File: src/rtl/fifo_ram_pkg.sv
`default_nettype none
// ============================================================================
// Module   : fifo_ram_pkg
// Brief    : Shared types and pointer-wrap helper for the RAM-backed FIFO.
// Revision : 1.0 - initial release
// ============================================================================
package fifo_ram_pkg;

    localparam int C_ADDRBIT = 9;

    typedef logic [C_ADDRBIT-1:0] ptr_t;
    typedef logic [C_ADDRBIT+1:0] cnt_t;
    typedef logic [1:0]           ost_cnt_t;

    // Wraps at an arbitrary depth, so DEPTH need not be a power of two.
    function automatic logic [31:0] ptr_inc(input logic [31:0] i_ptr,
                                            input logic [31:0] i_depth);
        return (i_ptr == i_depth - 32'd1) ? 32'd0 : i_ptr + 32'd1;
    endfunction

endpackage
`default_nettype wire

File: src/rtl/fifo_ostg.sv
`default_nettype none
// ============================================================================
// Module   : fifo_ostg
// Brief    : Two-entry first-word-fall-through output stage (head + skid).
// Revision : 1.0 - initial release
// ============================================================================
module fifo_ostg
    import fifo_ram_pkg::*;
#(
    parameter int WIDTH = 32
) (
    input  logic             clk,
    input  logic             rst,
    input  logic             flush,
    input  logic             i_load,
    input  logic [WIDTH-1:0] i_ldat,
    input  logic             i_pop,
    output logic             o_vld,
    output logic [WIDTH-1:0] o_dat,
    output ost_cnt_t         o_cnt,
    output logic             o_pop_acc
);

    logic [WIDTH-1:0] r_head;
    logic [WIDTH-1:0] r_skid;
    ost_cnt_t         r_cnt;
    logic [WIDTH-1:0] w_head_nxt;
    logic [WIDTH-1:0] w_skid_nxt;
    ost_cnt_t         w_cnt_shift;
    ost_cnt_t         w_cnt_nxt;
    logic             w_pop_acc;

    assign w_pop_acc = i_pop & (r_cnt != 2'd0);

    // Shift on pop first, then the incoming word takes the first free slot.
    always_comb begin
        w_head_nxt  = r_head;
        w_skid_nxt  = r_skid;
        w_cnt_shift = r_cnt - {1'b0, w_pop_acc};
        if (w_pop_acc) begin
            w_head_nxt = r_skid;
        end
        if (i_load) begin
            if (w_cnt_shift == 2'd0) begin
                w_head_nxt = i_ldat;
            end else begin
                w_skid_nxt = i_ldat;
            end
        end
        w_cnt_nxt = w_cnt_shift + {1'b0, i_load};
    end

    always_ff @(posedge clk or posedge rst) begin
        if (rst) begin
            r_head <= '0;
            r_skid <= '0;
            r_cnt  <= 2'd0;
        end else if (flush) begin
            r_head <= '0;
            r_skid <= '0;
            r_cnt  <= 2'd0;
        end else begin
            r_head <= w_head_nxt;
            r_skid <= w_skid_nxt;
            r_cnt  <= w_cnt_nxt;
        end
    end

    assign o_vld     = (r_cnt != 2'd0);
    assign o_dat     = r_head;
    assign o_cnt     = r_cnt;
    assign o_pop_acc = w_pop_acc;

endmodule
`default_nettype wire

File: src/rtl/fifo_ram_ctrl.sv
`default_nettype none
// ============================================================================
// Module   : fifo_ram_ctrl
// Brief    : Single-clock FIFO controller driving an external 1-cycle-latency
//            RAM and presenting its contents as an FWFT valid/pop stream.
// Revision : 1.0 - initial release
// ============================================================================
module fifo_ram_ctrl
    import fifo_ram_pkg::*;
#(
    parameter int ADDRBIT = 9,
    parameter int DEPTH   = 512,
    parameter int WIDTH   = 32
) (
    input  logic               clk,
    input  logic               rst,
    input  logic               flush,
    input  logic               push,
    input  logic [WIDTH-1:0]   pdat,
    output logic               full,
    input  logic               pop,
    output logic               ovld,
    output logic [WIDTH-1:0]   odat,
    output logic [ADDRBIT+1:0] count,
    output logic               ovf,
    output logic               udf,
    output logic [ADDRBIT-1:0] ram_wa,
    output logic               ram_we,
    output logic [WIDTH-1:0]   ram_wdi,
    output logic [ADDRBIT-1:0] ram_ra,
    output logic               ram_re,
    input  logic [WIDTH-1:0]   ram_rdo
);

    localparam logic [ADDRBIT+1:0] C_DEPTH = (ADDRBIT+2)'(DEPTH);

    logic [ADDRBIT-1:0] r_wptr;
    logic [ADDRBIT-1:0] r_rptr;
    logic [ADDRBIT+1:0] r_ram_cnt;
    logic               r_pend;
    logic               r_ovf;
    logic               r_udf;

    logic [ADDRBIT-1:0] w_wptr_inc;
    logic [ADDRBIT-1:0] w_rptr_inc;
    logic               w_full;
    logic               w_we;
    logic               w_re;
    logic               w_ovld;
    logic               w_pop_acc;
    ost_cnt_t           w_ost_cnt;
    logic [2:0]         w_occ;

    assign w_full = (r_ram_cnt == C_DEPTH);
    assign w_we   = push & ~w_full & ~flush & ~rst;

    // Occupancy of the output stage once this cycle's pop and landing word settle.
    assign w_occ = {1'b0, w_ost_cnt} + {2'b0, r_pend} - {2'b0, w_pop_acc};
    assign w_re  = (r_ram_cnt != '0) & (w_occ < 3'd2) & ~flush & ~rst;

    assign w_wptr_inc = ADDRBIT'(ptr_inc(32'(r_wptr), 32'(DEPTH)));
    assign w_rptr_inc = ADDRBIT'(ptr_inc(32'(r_rptr), 32'(DEPTH)));

    always_ff @(posedge clk or posedge rst) begin
        if (rst) begin
            r_wptr    <= '0;
            r_rptr    <= '0;
            r_ram_cnt <= '0;
            r_pend    <= 1'b0;
            r_ovf     <= 1'b0;
            r_udf     <= 1'b0;
        end else if (flush) begin
            r_wptr    <= '0;
            r_rptr    <= '0;
            r_ram_cnt <= '0;
            r_pend    <= 1'b0;
            r_ovf     <= 1'b0;
            r_udf     <= 1'b0;
        end else begin
            if (w_we) begin
                r_wptr <= w_wptr_inc;
            end
            if (w_re) begin
                r_rptr <= w_rptr_inc;
            end
            r_ram_cnt <= r_ram_cnt + (ADDRBIT+2)'(w_we) - (ADDRBIT+2)'(w_re);
            r_pend    <= w_re;
            if (push & w_full) begin
                r_ovf <= 1'b1;
            end
            if (pop & ~w_ovld) begin
                r_udf <= 1'b1;
            end
        end
    end

    fifo_ostg #(
        .WIDTH (WIDTH)
    ) u_ostg (
        .clk       (clk),
        .rst       (rst),
        .flush     (flush),
        .i_load    (r_pend),
        .i_ldat    (ram_rdo),
        .i_pop     (pop),
        .o_vld     (w_ovld),
        .o_dat     (odat),
        .o_cnt     (w_ost_cnt),
        .o_pop_acc (w_pop_acc)
    );

    assign full    = w_full;
    assign ovld    = w_ovld;
    assign count   = r_ram_cnt + (ADDRBIT+2)'(r_pend) + (ADDRBIT+2)'(w_ost_cnt);
    assign ovf     = r_ovf;
    assign udf     = r_udf;
    assign ram_wa  = r_wptr;
    assign ram_we  = w_we;
    assign ram_wdi = w_we ? pdat : '0;
    assign ram_ra  = r_rptr;
    assign ram_re  = w_re;

endmodule
`default_nettype wire

File: config.mk
export PLATFORM = sky130hd
export DESIGN_NAME = fifo_ram_ctrl
export DESIGN_NICKNAME = d
export VERILOG_FILES = /design/src/rtl/fifo_ram_pkg.sv /design/src/rtl/fifo_ostg.sv /design/src/rtl/fifo_ram_ctrl.sv
export SDC_FILE = /design/constraint.sdc
export NUM_CORES = 1
export LEC_CHECK = 0
export BUFFER_PORTS_ARGS = -buffer_cell sky130_fd_sc_hd__buf_2
export CORE_UTILIZATION = 57
export DETAILED_ROUTE_END_ITERATION = 16
export GPL_TIMING_DRIVEN = 0
export PLACE_DENSITY_LB_ADDON = 0.12
export RECOVER_POWER = 50
export SETUP_SLACK_MARGIN = 0.02
export SLEW_MARGIN = 15
export SYNTH_ARGS = -nofsm -noshare
export SYNTH_HDL_FRONTEND = slang
export SYNTH_HIERARCHICAL = 1
export SYNTH_SLANG_ARGS = --single-unit
File: constraint.sdc
create_clock -name clk -period 10.4 [get_ports clk]
set_clock_uncertainty 0.05 [all_clocks]
set_input_delay 3.12 -clock clk [delete_from_list [all_inputs] [get_ports clk]]
set_output_delay 3.12 -clock clk [all_outputs]
set_load 0.01 [all_outputs]
==> run metrics <==
vias post-DR about 5000; # setup viols final 0; area grow syn2layout 20.3%; clk_lat worst skew 0.37 ns; Final Cycle Share roughly 83%; Pins Over Slew Limit between 40 and 50; CP Data Arrival Time roughly 5.4 ns; Reg clk slew, reported paths 0.08 ns; port bufs between 150 and 200; met3 GRT Util ~5.3%; num rows 36; CP endpoint kind output port; # Post-CTS Setup Buffers 0; Min-Delay Path Class reg -> reg; max_slew headroom -58.5%; DIE AREA ~10000 sq um; CTS H-tree depth 3; PD cells between 200 and 250 nW/um^2; nets 850; synth warn 6; EDFF count, synth 0; synth top area cells dfrtp_1 (43%), a311oi_2 (7.4%), ha_1 (6.8%), nand2_1 (5.6%), a22o_1 (4.9%); crit path launch type input pin; met2 global-route usage between 40% and 50%; pin count of the biggest net entering global routing 45; most common cell in the synthesized netlist dfrtp_1; vias in the first global route ~5000; Die Width roughly 100 microns; Synth Register Bits between 90 and 100; diode count 0; hold wc startpoint ovf; first-pass GRT wire length around 23000 microns; GR peak layer met2; post-DP HPWL ~11000 microns; total of max-cap violations 1; Avg Inst Size Synth just over 10 sq um; final hold viol count 0; post-synthesis sequential area ratio around 43%; Net Count, Synth ~670; Placeable Area 9730 sq um; Max clock buf depth 2; initial antenna violation count 0; Cell Area, Synth approximately 5700 sq um; drt drc 0; Top FF cell, synth dfrtp_1; TritonCTS clock tree yes; gr usage total approximately 28%; status complete, but fails checks; layout cell share with drive strength beyond 1 between 20% and 30%; Post-Synthesis Cells ~570; worst setup path start pop; cts repair resizes 0; maximum VDD drop 0.000169 V; measured slew at the worst slew-check pin approximately 2.4 ns; Period minus WS final 8.61 ns; hold-fix buffers at CTS 0; vias per cell between 5 and 6; RSZ-0062 raised after global routing no; Synth cell types 55; Initial Util between 50% and 60%; global placement routability congestion 0.893; Max Fclk 116 MHz; post-detailed-route count of antenna-violating nets 0; worst-path maximum fanout 11; Congestion Overflow GR 0; CTS Sinks 98; total CTS buffers 9; drt initial violations 213; failing checks capacitance limit, slew limit; area post-placement ~6700 sq um; CP Data Required Time between 7 and 8 ns; met1 Track Usage GR between 30% and 40%; WL final ~14000 microns; routed len/inst approximately 16 microns; Synth area leader dfrtp_1; area share of the largest cell type after synthesis between 40 and 50%; CP Class in -> out; Design Area, Final roughly 7000 sq um; Reg-to-Reg Start u_ostg/o_cnt[1]; Setup Total Neg Slack 0 ns; First-pass DRT Iterations 5; Post-synth top cells dfrtp_1 (98), nand2_1 (85), nor2_1 (52), and2_1 (33); root buffer cell clkbuf_8; top-level I/O count about 170; Async SR Flop Fraction between 90% and 100%; leakage power 0.00334 uW; setup slack, reg-to-reg approximately 5.5 ns; die boundary height ~100 microns
cell type report:
| class | instances | area, sq um |
|---|---|---|
| plain buffers | 32 | 234 |
| clock buffers | 12 | 165 |
| clock inverters | 4 | 55.1 |
| fillers | 785 | 2860 |
| inverters | 33 | 125 |
| multi-input cells | 405 | 2900 |
| flip-flops and latches | 98 | 2450 |
| well taps | 133 | 166 |
| repair buffers | 167 | 772 |
per-stage QoR:
| stage | util [%] | std cells | setup WS (ns) | hold slack, ns | power [uW] |
|---|---|---|---|---|---|
| 6_report | 70.6 | 884 | 1.79 | 0.452 | 1610 |
| 5_1_grt | 70.6 | 884 | 1.62 | 0.479 | 1730 |
| 4_1_cts | 71.4 | 884 | 1.79 | 0.461 | 1620 |
| 3_5_place_dp | 69.2 | 868 | 1.80 | 0.441 | 1340 |
| 3_3_place_gp | 68.9 | 867 | 1.83 | 0.423 | 1310 |
| 2_1_floorplan | - | 568 | 2.26 | 0.423 | 1110 |
state kept, by name, indices dropped and copies added (netlist names):
register,cells
ovf,1
r_pend,1
r_ram_cnt,11
ram_ra,9
ram_wa,9
u_ostg/o_cnt,2
u_ostg/o_dat,32
u_ostg/r_skid,32
udf,1
critical path: stages:
cell and delay (ns):
buf_2 0.12, o21ai_4 0.10, inv_2 0.11, buf_4 0.20, ha_1 0.28, nand2b_1 0.15, fa_1 0.38, xnor2_1 0.45
nand4_4 0.22, inv_1 0.15, buf_2 0.14
path summary, 6_finish.rpt:
kind | to | depth (start not counted)
max in group asynchronous | u_ostg/o_dat[6] | 3
worst max register to register | r_ram_cnt[10] | 19
min in group asynchronous | u_ostg/r_skid[25] | 2
worst min register to register | ovf | 2
worst min-delay path | ovf | 2
worst max-delay path | ram_re | 11
cell families (layout without fill, tap and decap cells):
logic type	after synthesis	count (layout)	share of synthesized area (%)
AO/OA/AOI/OAI	118	118	19.6
AND/OR/NAND/NOR	233	233	20.0
buffers and inverters	65	248	6.27
multiplexers	3	3	0.570
adder cells (fa/ha/maj)	35	35	8.19
flip-flops	98	98	42.9
XOR/XNOR	16	16	2.45
power by group:
| part | switching (uW) | internal [uW] | total (uW) | leakage (uW) |
|---|---|---|---|---|
| clock network | 139 | 133 | 272 | 0.000110 |
| registers | 76.6 | 467 | 544 | 0.00134 |
| logic | 461 | 331 | 792 | 0.00189 |
| total | 677 | 931 | 1610 | 0.00334 |
cells in the final DEF (no fill, tap or decap), types with 10 or more instances in the layout:
cell type	count
clkbuf_1	56
buf_6	10
buf_2	126
a21oi_1	12
xnor2_1	13
o21ai_0	18
nor2_1	52
a311oi_2	28
a22o_1	32
clkbuf_8	12
nor3_1	10
and2_1	33
nand2_1	85
nor2b_1	11
dfrtp_1	98
inv_1	31
ha_1	31
layer usage:
layer | share of wire [%] | wire length (microns) | vias to the layer above
met5 | 0 | 0 | -
met4 | 1.9 | 274 | 0
met3 | 5.0 | 719 | 23
met2 | 50 | 7250 | 170
met1 | 43 | 6150 | 2439
li1 | - | - | 2321
No activity file was read; power rests on OpenSTA's default activity.
